`src/rtl/spart_tx_if.sv`:
```
`default_nettype none
// ============================================================================
// Module   : spart_tx_if
// Brief    : SPART register-bus signals seen by the transmitter.
// Revision : 1.0 - initial release
// ============================================================================
interface spart_tx_if;
    logic       iocs;
    logic       iorw;
    logic [1:0] ioaddr;
    logic [7:0] databus_in;
    logic       tbr;

    modport master (output iocs, output iorw, output ioaddr, output databus_in, input tbr);
    modport slave  (input iocs, input iorw, input ioaddr, input databus_in, output tbr);
endinterface
`default_nettype wire

```
`src/rtl/spart_tx.sv`:
```
`default_nettype none
// ============================================================================
// Module   : spart_tx
// Brief    : SPART transmitter - holding register, 8N1 serializer on txd.
// Revision : 1.0 - initial release
// ============================================================================
module spart_tx #(
    parameter int OVERSAMPLE = 16
) (
    input  logic       clk,
    input  logic       rst,
    input  logic       rate_en,
    spart_tx_if.slave  bus,
    output logic       txd
);

    localparam int                  c_TICK_W    = (OVERSAMPLE > 1) ? $clog2(OVERSAMPLE) : 1;
    localparam logic [c_TICK_W-1:0] c_TICK_LAST = c_TICK_W'(OVERSAMPLE - 1);

    localparam logic [1:0] c_IDLE  = 2'd0;
    localparam logic [1:0] c_START = 2'd1;
    localparam logic [1:0] c_DATA  = 2'd2;
    localparam logic [1:0] c_STOP  = 2'd3;

    logic [1:0]          r_state, w_state_next;
    logic [7:0]          r_hold, r_shift, w_shift_next;
    logic                r_full, r_txd, w_txd_next;
    logic [c_TICK_W-1:0] r_tick, w_tick_next;
    logic [2:0]          r_bit, w_bit_next;
    logic                w_wr, w_last_tick, w_load;

    // Writes only land in an empty holding register, loads only take a full one,
    // so the two can never happen in the same cycle.
    assign w_wr        = bus.iocs & ~bus.iorw & (bus.ioaddr == 2'b00) & ~r_full;
    assign w_last_tick = rate_en & (r_tick == c_TICK_LAST);
    assign w_load      = r_full & ((r_state == c_IDLE) | ((r_state == c_STOP) & w_last_tick));

    assign bus.tbr = ~r_full;
    assign txd     = r_txd;

    always_ff @(posedge clk) begin
        if (rst) begin
            r_state <= c_IDLE;
        end else begin
            r_state <= w_state_next;
        end
    end

    always_comb begin
        w_state_next = r_state;
        case (r_state)
            c_IDLE:  if (r_full) w_state_next = c_START;
            c_START: if (w_last_tick) w_state_next = c_DATA;
            c_DATA:  if (w_last_tick && (r_bit == 3'd7)) w_state_next = c_STOP;
            c_STOP:  if (w_last_tick) w_state_next = r_full ? c_START : c_IDLE;
            default: w_state_next = c_IDLE;
        endcase
    end

    // txd is registered from the next state so the start bit appears the same
    // cycle the FSM enters START.
    always_comb begin
        w_shift_next = r_shift;
        w_tick_next  = r_tick;
        w_bit_next   = r_bit;
        if (w_load) begin
            w_shift_next = r_hold;
            w_tick_next  = '0;
            w_bit_next   = 3'd0;
        end else if ((r_state != c_IDLE) && rate_en) begin
            w_tick_next = w_last_tick ? '0 : r_tick + 1'b1;
            if ((r_state == c_DATA) && w_last_tick) begin
                w_shift_next = {1'b0, r_shift[7:1]};
                w_bit_next   = r_bit + 3'd1;
            end
        end
        case (w_state_next)
            c_START: w_txd_next = 1'b0;
            c_DATA:  w_txd_next = w_shift_next[0];
            default: w_txd_next = 1'b1;
        endcase
    end

    always_ff @(posedge clk) begin
        if (rst) begin
            r_hold  <= 8'h00;
            r_full  <= 1'b0;
            r_shift <= 8'h00;
            r_tick  <= '0;
            r_bit   <= 3'd0;
            r_txd   <= 1'b1;
        end else begin
            r_shift <= w_shift_next;
            r_tick  <= w_tick_next;
            r_bit   <= w_bit_next;
            r_txd   <= w_txd_next;
            if (w_wr) begin
                r_hold <= bus.databus_in;
                r_full <= 1'b1;
            end else if (w_load) begin
                r_full <= 1'b0;
            end
        end
    end

endmodule
`default_nettype wire

```
`src/flat_wrapper.sv`:
```
// flat-port wrapper written by rule: the top's interface ports become plain ports
module spart_tx_flat 
#(
    parameter int OVERSAMPLE = 16
)
  (clk, rst, rate_en, txd, bus_iocs, bus_iorw, bus_ioaddr, bus_databus_in, bus_tbr);
  spart_tx_if bus_i ();
  input  logic clk;
  input  logic rst;
  input  logic rate_en;
  output logic txd;
  input wire logic [$bits(bus_i.iocs)-1:0] bus_iocs;
  input wire logic [$bits(bus_i.iorw)-1:0] bus_iorw;
  input wire logic [$bits(bus_i.ioaddr)-1:0] bus_ioaddr;
  input wire logic [$bits(bus_i.databus_in)-1:0] bus_databus_in;
  output wire logic [$bits(bus_i.tbr)-1:0] bus_tbr;
  assign bus_i.iocs = bus_iocs;
  assign bus_i.iorw = bus_iorw;
  assign bus_i.ioaddr = bus_ioaddr;
  assign bus_i.databus_in = bus_databus_in;
  assign bus_tbr = bus_i.tbr;
  spart_tx #(.OVERSAMPLE(OVERSAMPLE)) u_core (.clk(clk), .rst(rst), .rate_en(rate_en), .bus(bus_i), .txd(txd));
endmodule
```
`config.mk`:
```
export PLATFORM = sky130hd
export DESIGN_NAME = spart_tx_flat
export DESIGN_NICKNAME = d
export VERILOG_FILES = /design/src/rtl/spart_tx_if.sv /design/src/rtl/spart_tx.sv /design/src/flat_wrapper.sv
export SDC_FILE = /design/constraint.sdc
export NUM_CORES = 1
export LEC_CHECK = 0
export ABC_AREA = 1
export CORE_ASPECT_RATIO = 0.75
export CORE_UTILIZATION = 35
export DETAILED_ROUTE_END_ITERATION = 10
export GPL_TIMING_DRIVEN = 0
export HOLD_SLACK_MARGIN = 0.05
export SYNTH_ARGS = -nofsm -noshare
export SYNTH_HDL_FRONTEND = slang
export SYNTH_SLANG_ARGS = --single-unit
```
`constraint.sdc`:
```
create_clock -name clk -period 1.6 [get_ports clk]
set_input_delay 0.48 -clock clk [delete_from_list [all_inputs] [get_ports clk]]
set_output_delay 0.48 -clock clk [all_outputs]
set_load 0.02 [all_outputs]
```
## After elaboration in Yosys (flattened, before gate mapping)

Cells that the tools add are included.

| storage, ports and cells | value |
|---|---|
| output and inout bits | 2 |
| input bits | 15 |
| register bits after elaboration | 27 |

| cells by class | value |
|---|---|
| eq/ne operators | 7 |
| muxes and demuxes | 13 |
| bitwise operators | 9 |
| reductions and logical operators | 12 |
| add/subtract/negate cells | 2 |

Operator list:

| kind | number |
|---|---|
| 2-to-1 mux 8 bit | 3 |
| 2-to-1 mux 2 bit | 4 |
| case mux 2 bit (4 select lines) | 1 |
| nonzero test 2 bit | 4 |
| AND 1 bit | 6 |
| equality test 2 bit, second input constant | 3 |
| adder 4 x 1 -> 4 bit, second input constant | 1 |
| equality test 2 x 1 -> 1 bit, second input constant | 2 |
| equality test 4 bit, second input constant | 1 |
| logical NOT 2 bit | 2 |
| 2-to-1 mux 4 bit | 1 |
| AND reduction 2 bit | 2 |
| adder 3 x 1 -> 3 bit, second input constant | 1 |
| equality test 3 bit, second input constant | 1 |
| logical AND 1 bit | 3 |
| 2-to-1 mux 1 bit | 3 |
| NOT 1 bit | 2 |
| case mux 1 bit (2 select lines) | 1 |
| OR reduction 2 bit | 1 |
| bitwise OR 1 bit | 1 |

## Longest topological paths before layout

| depth | value |
|---|---|
| depth in word-level cells | 7 |
| mapped depth | 12 |
| depth with buffers taken out | 11 |

## Least setup slack after synthesis

Ideal clock, no wire load.

| timing | value |
|---|---|
| kind | flip-flop to flip-flop |
| start | register u_core.r_tick[0] |
| end | register u_core.r_tick[3] |
| data arrival time | 1.306 ns |
| cell stages (with the launch flop) | 9 |
| buffers on the path | 0 |
| setup slack | 0.168 ns |
| cell sequence | dfxtp_1 > ha_1 > nand2_1 > nor2_4 > nand2_1 > nand2_2 > inv_2 > nand2_1 > a211oi_1 |

| between the ends | value |
|---|---|
| word-level cells in the longest chain between the ends | 6 |
| elaborated cells between the ends (all ways) | 8 |
| classes of those cells | 1 x add/sub; 1 x eq/ne; 1 x mux; 4 x bitwise; 1 x reduce/logical |

RTL lines:

| item | RTL line | RTL |
|---|---|---|
| start: declaration | spart_tx.sv:28 | `logic [c_TICK_W-1:0] r_tick, w_tick_next;` |
| start signal: assignment | spart_tx.sv:94 | `r_tick <= w_tick_next;` |
| equality test 4 bit | spart_tx.sv:35 | `assign w_last_tick = rate_en & (r_tick == c_TICK_LAST);` |
| AND 1 bit | spart_tx.sv:35 |  |
| AND 1 bit | spart_tx.sv:36 | `assign w_load = r_full & ((r_state == c_IDLE) \| ((r_state == c_STOP) & w_last_tick));` |
| bitwise OR 1 bit | spart_tx.sv:36 |  |
| AND 1 bit | spart_tx.sv:36 |  |
| OR reduction 2 bit (no line) | - |  |

Parallel ways exist; a longest one is shown, timed or not.
A chain may end at the register's enable or synchronous reset.

## Worst setup path in the final report

| timing | value |
|---|---|
| start | register u_core.r_full |
| end | output bus_tbr |

| between the ends | value |
|---|---|
| word-level cells in the longest chain between the ends | 1 |

RTL lines:

| item | RTL line | RTL |
|---|---|---|
| start: declaration | spart_tx.sv:27 | `logic r_full, r_txd, w_txd_next;` |
| start signal: assignment | spart_tx.sv:87 | `r_full <= 1'b0;` |
| start signal: assignment | spart_tx.sv:99 | `r_full <= 1'b1;` |
| start signal: assignment | spart_tx.sv:101 | `r_full <= 1'b0;` |
| NOT 1 bit | spart_tx.sv:38 | `assign bus.tbr = ~r_full;` |
| end: declaration | flat_wrapper.sv:16 | `output wire logic [$bits(bus_i.tbr)-1:0] bus_tbr;` |

Every way passes these cells.

==> impl_metrics.csv <==
group,metric,value,unit
outcome,outcome,"complete, no violations",
floorplanning,start_util,0.369,
synthesis,synth_seq_area_share,0.439,
grt,grt_pass1_wl,4.66,mm
critical_path,crit_required,1.12,ns
timing,drv_slew,0,
synthesis,ys.warnings.count,0,
critical_path,cp_cell_sequence,"inv_1 > clkdlybuf4s15_1",
pwr,power.switching,0.271,mW
critical_path,critical_path_class,"reg2out",
job,maxCapViolations,0,
grt,grt_pass1_vias,1011,
synthesis,yosysMostFrequentCell,"nand2_1",
timing,rsz0062_at_grt,"yes",
placement,hpwl,2.00,mm
critical_path,critPathMaxStageDelay,0.32,ns
pwr,cellLeakagePower,0.738,nW
pwr,p_int,0.905,mW
synthesis,ys_top_cells_by_count,"nand2_1, dfxtp_1, inv_1",
critical_path,rrSetupSlack,0.08,ns
final_layout,layout-drive-gt1-share,0.170,
synthesis,ys.flop_type,"dfxtp_1",
detailed_routing,wire_per_inst,12.1,microns
timing,holdWs,0.458,ns
timing,tightest_slew,0.316,ns
pwr,vdd_drop_max,0.000485,V
floorplanning,ios,17,
synthesis,synth-edff-count,0,
timing,setup_ws,0.0586,ns
final_layout,final_cells,240,
detailed_routing,ant_nets,0,
cts,clk_latency,0.27,ns
placement,post-place-ws,-0.546,ns
critical_path,critical_path_arrival,1.06,ns
synthesis,synth_top_area_share,0.439,
grt,antenna_found_initial,0,
synthesis,synth_top_cell_by_area,"dfxtp_1",
timing,relSlewSlack,0.788,
grt,grt_max_degree,16,
cts,clk_pin_slew,0.09,ns
final_layout,nFillCells,324,
detailed_routing,num_vias,1180,
floorplanning,die_area,3760,sq um
critical_path,reg2reg_to,"u_core.txd",
hold_path,hp-start,"u_core.r_hold[3]",
detailed_routing,via_per_inst,4.92,
placement,gp_congestion,0.811,
final_layout,area_growth,30.7,%
cts,root_buffer,"clkbuf_8",
cts,clockBufferDepth,2,
final_layout,nets,219,
synthesis,synth_seq_cells,27,
pwr,p_clk_frac,0.331,
detailed_routing,firstDrtPassIters,4,
hold_path,min_path_type,"reg2reg",
timing,fmax,649,MHz
hold_path,hold_depth,2,
hold_path,holdPathEnd,"u_core.r_hold[3]",
synthesis,postSynthCellCount,172,
pwr,power_frac_seq,0.584,
critical_path,worstRegToRegCells,9,
cts,clock_sinks,27,
detailed_routing,drt_iter0_drc,85,
cts,cts_buffers,3,
critical_path,rr_startpoint,"u_core.r_tick[1]",
cts,htreeDepth,1,
floorplanning,die_w,70.5,microns
final_layout,final_util,0.483,
detailed_routing,wirelength,2.90,mm
cts,cts_tree,"yes",
synthesis,synth_area_per_cell,7.16,sq um
timing,skew,0.00306,ns
critical_path,critPathSlowestCell,"dfxtp_1",
synthesis,synth_area_leaders,"dfxtp_1, nand2_1, inv_1",
floorplanning,rows,18,
pwr,combPwrFrac,0.085,
placement,placedCellCount,228,
synthesis,synthesis.area,1230,sq um
pwr,p_per_area,731,nW/um^2
timing,setup-violations-final,0,
detailed_routing,drc,0,
timing,finalCritPeriodShare,0.963,
critical_path,cp_top_family,"buffers and inverters",
synthesis,ys_types,24,
grt,overflow,0,
critical_path,crit_fanout,5,
critical_path,end_kind,"output port",
pwr,switching_share,0.230,
critical_path,crit_buf_inv,2,
critical_path,start_kind,"flip-flop",
timing,period_minus_slack,1.54,ns
synthesis,async_flop_share,0,
placement,io_buffers,16,
floorplanning,core_area,3330,sq um
final_layout,antenna_cells,0,
floorplanning,die_height,53.4,microns
timing,finalHoldViolations,0,
grt,track_usage,0.166,
synthesis,synth_nets,190,
==> per-layer routing <==
metal	share of wire	vias to the layer above	global-route usage
li1	-	604	-
met1	0.47	537	0.217
met2	0.47	33	0.272
met3	0.043	6	0.0419
met4	0.014	0	0.0510
met5	0	-	0
==> flip-flops by register name, summed over array words and instances, names as in the netlist <==
| name | cells |
|---|---|
| u_core.r_state | 2 |
| u_core.r_hold | 8 |
| u_core.r_full | 1 |
| u_core.r_bit | 3 |
| u_core.r_shift | 8 |
| u_core.txd | 1 |
| u_core.r_tick | 4 |
==> metrics by stage <==
stage | area (sq um) | setup TNS [ns] | power, mW
3_3_place_gp | 1440 | -9.43 | 0.794
6_report | 1610 | 0 | 1.18
5_1_grt | 1610 | -0.0233 | 1.23
2_1_floorplan | 1230 | 0 | 0.744
4_1_cts | 1560 | 0 | 1.19
3_5_place_dp | 1440 | -10.95 | 0.798
==> cell families (layout without fill, tap and decap cells) <==
group	after synthesis	after routing	synth area share
simple gates	76	76	0.269
compound gates	35	35	0.155
buf+inv	30	58	0.0986
flops	27	27	0.439
fa+ha+maj	3	3	0.0305
xor+xnor	1	1	0.00712
==> power groups by stage <==
stage / logic (mW) / registers [mW] / clock network, mW
after floorplan: 0.0391 / 0.705 / 0
after global placement: 0.0889 / 0.705 / 0
after detailed placement: 0.0923 / 0.706 / 0
after CTS: 0.0978 / 0.690 / 0.398
after global routing: 0.110 / 0.688 / 0.434
final: 0.100 / 0.687 / 0.390
==> final cells by class <==
class,instances,area (sq um),share of cell area
multi-input cells,115,616,0.383
inverters,27,103,0.0638
clock inverters,1,5.00,0.00311
repair buffers,24,225,0.140
plain buffers,3,21.3,0.0132
well taps,40,50.0,0.0311
flip-flops and latches,27,548,0.341
clock buffers,3,41.3,0.0257
==> worst max path at each step <==
stage / start / endpoint / slack (ns) / cells after the start
after floorplan: u_core.r_tick[0] / u_core.r_tick[3] / 0.17 / 8
after global placement: rate_en / u_core.r_tick[3] / -0.48 / 8
after detailed placement: rate_en / u_core.r_tick[3] / -0.55 / 8
after CTS: u_core.r_tick[1] / u_core.txd / 0.02 / 12
after global routing: u_core.r_tick[1] / u_core.txd / -0.02 / 9
final: u_core.r_full / bus_tbr / 0.06 / 2
==> placed cells by master, fill, tap and decap left out, types with 3 or more instances in the layout <==
cell type	n
nand2_1	40
a22oi_1	4
nand3_1	6
buf_4	6
clkdlybuf4s50_1	13
nand2_2	7
inv_1	25
a21oi_1	16
nand2_4	4
dfxtp_1	25
o21ai_0	9
nor2_1	13
nand4_1	3
buf_6	3
clkbuf_8	3
==> worst reg2reg max path: stages, from the launching register on <==
cell and delay, ns:
dfxtp_4 0.38, ha_4 0.16, nand2_4 0.07, nor2_4 0.19
buf_6 0.14, nand2_2 0.07, a21oi_2 0.16, nand3_1 0.09
nor2_1 0.11, nor2_1 0.05
==> what timing repair did <==
action	in CTS	in global routing
setup buffers	6	2
pin swaps	4	4
setup endpoints to repair	24	7
hold buffers	0	0
resized for setup	14	11
No activity file was read; power rests on OpenSTA's default activity.
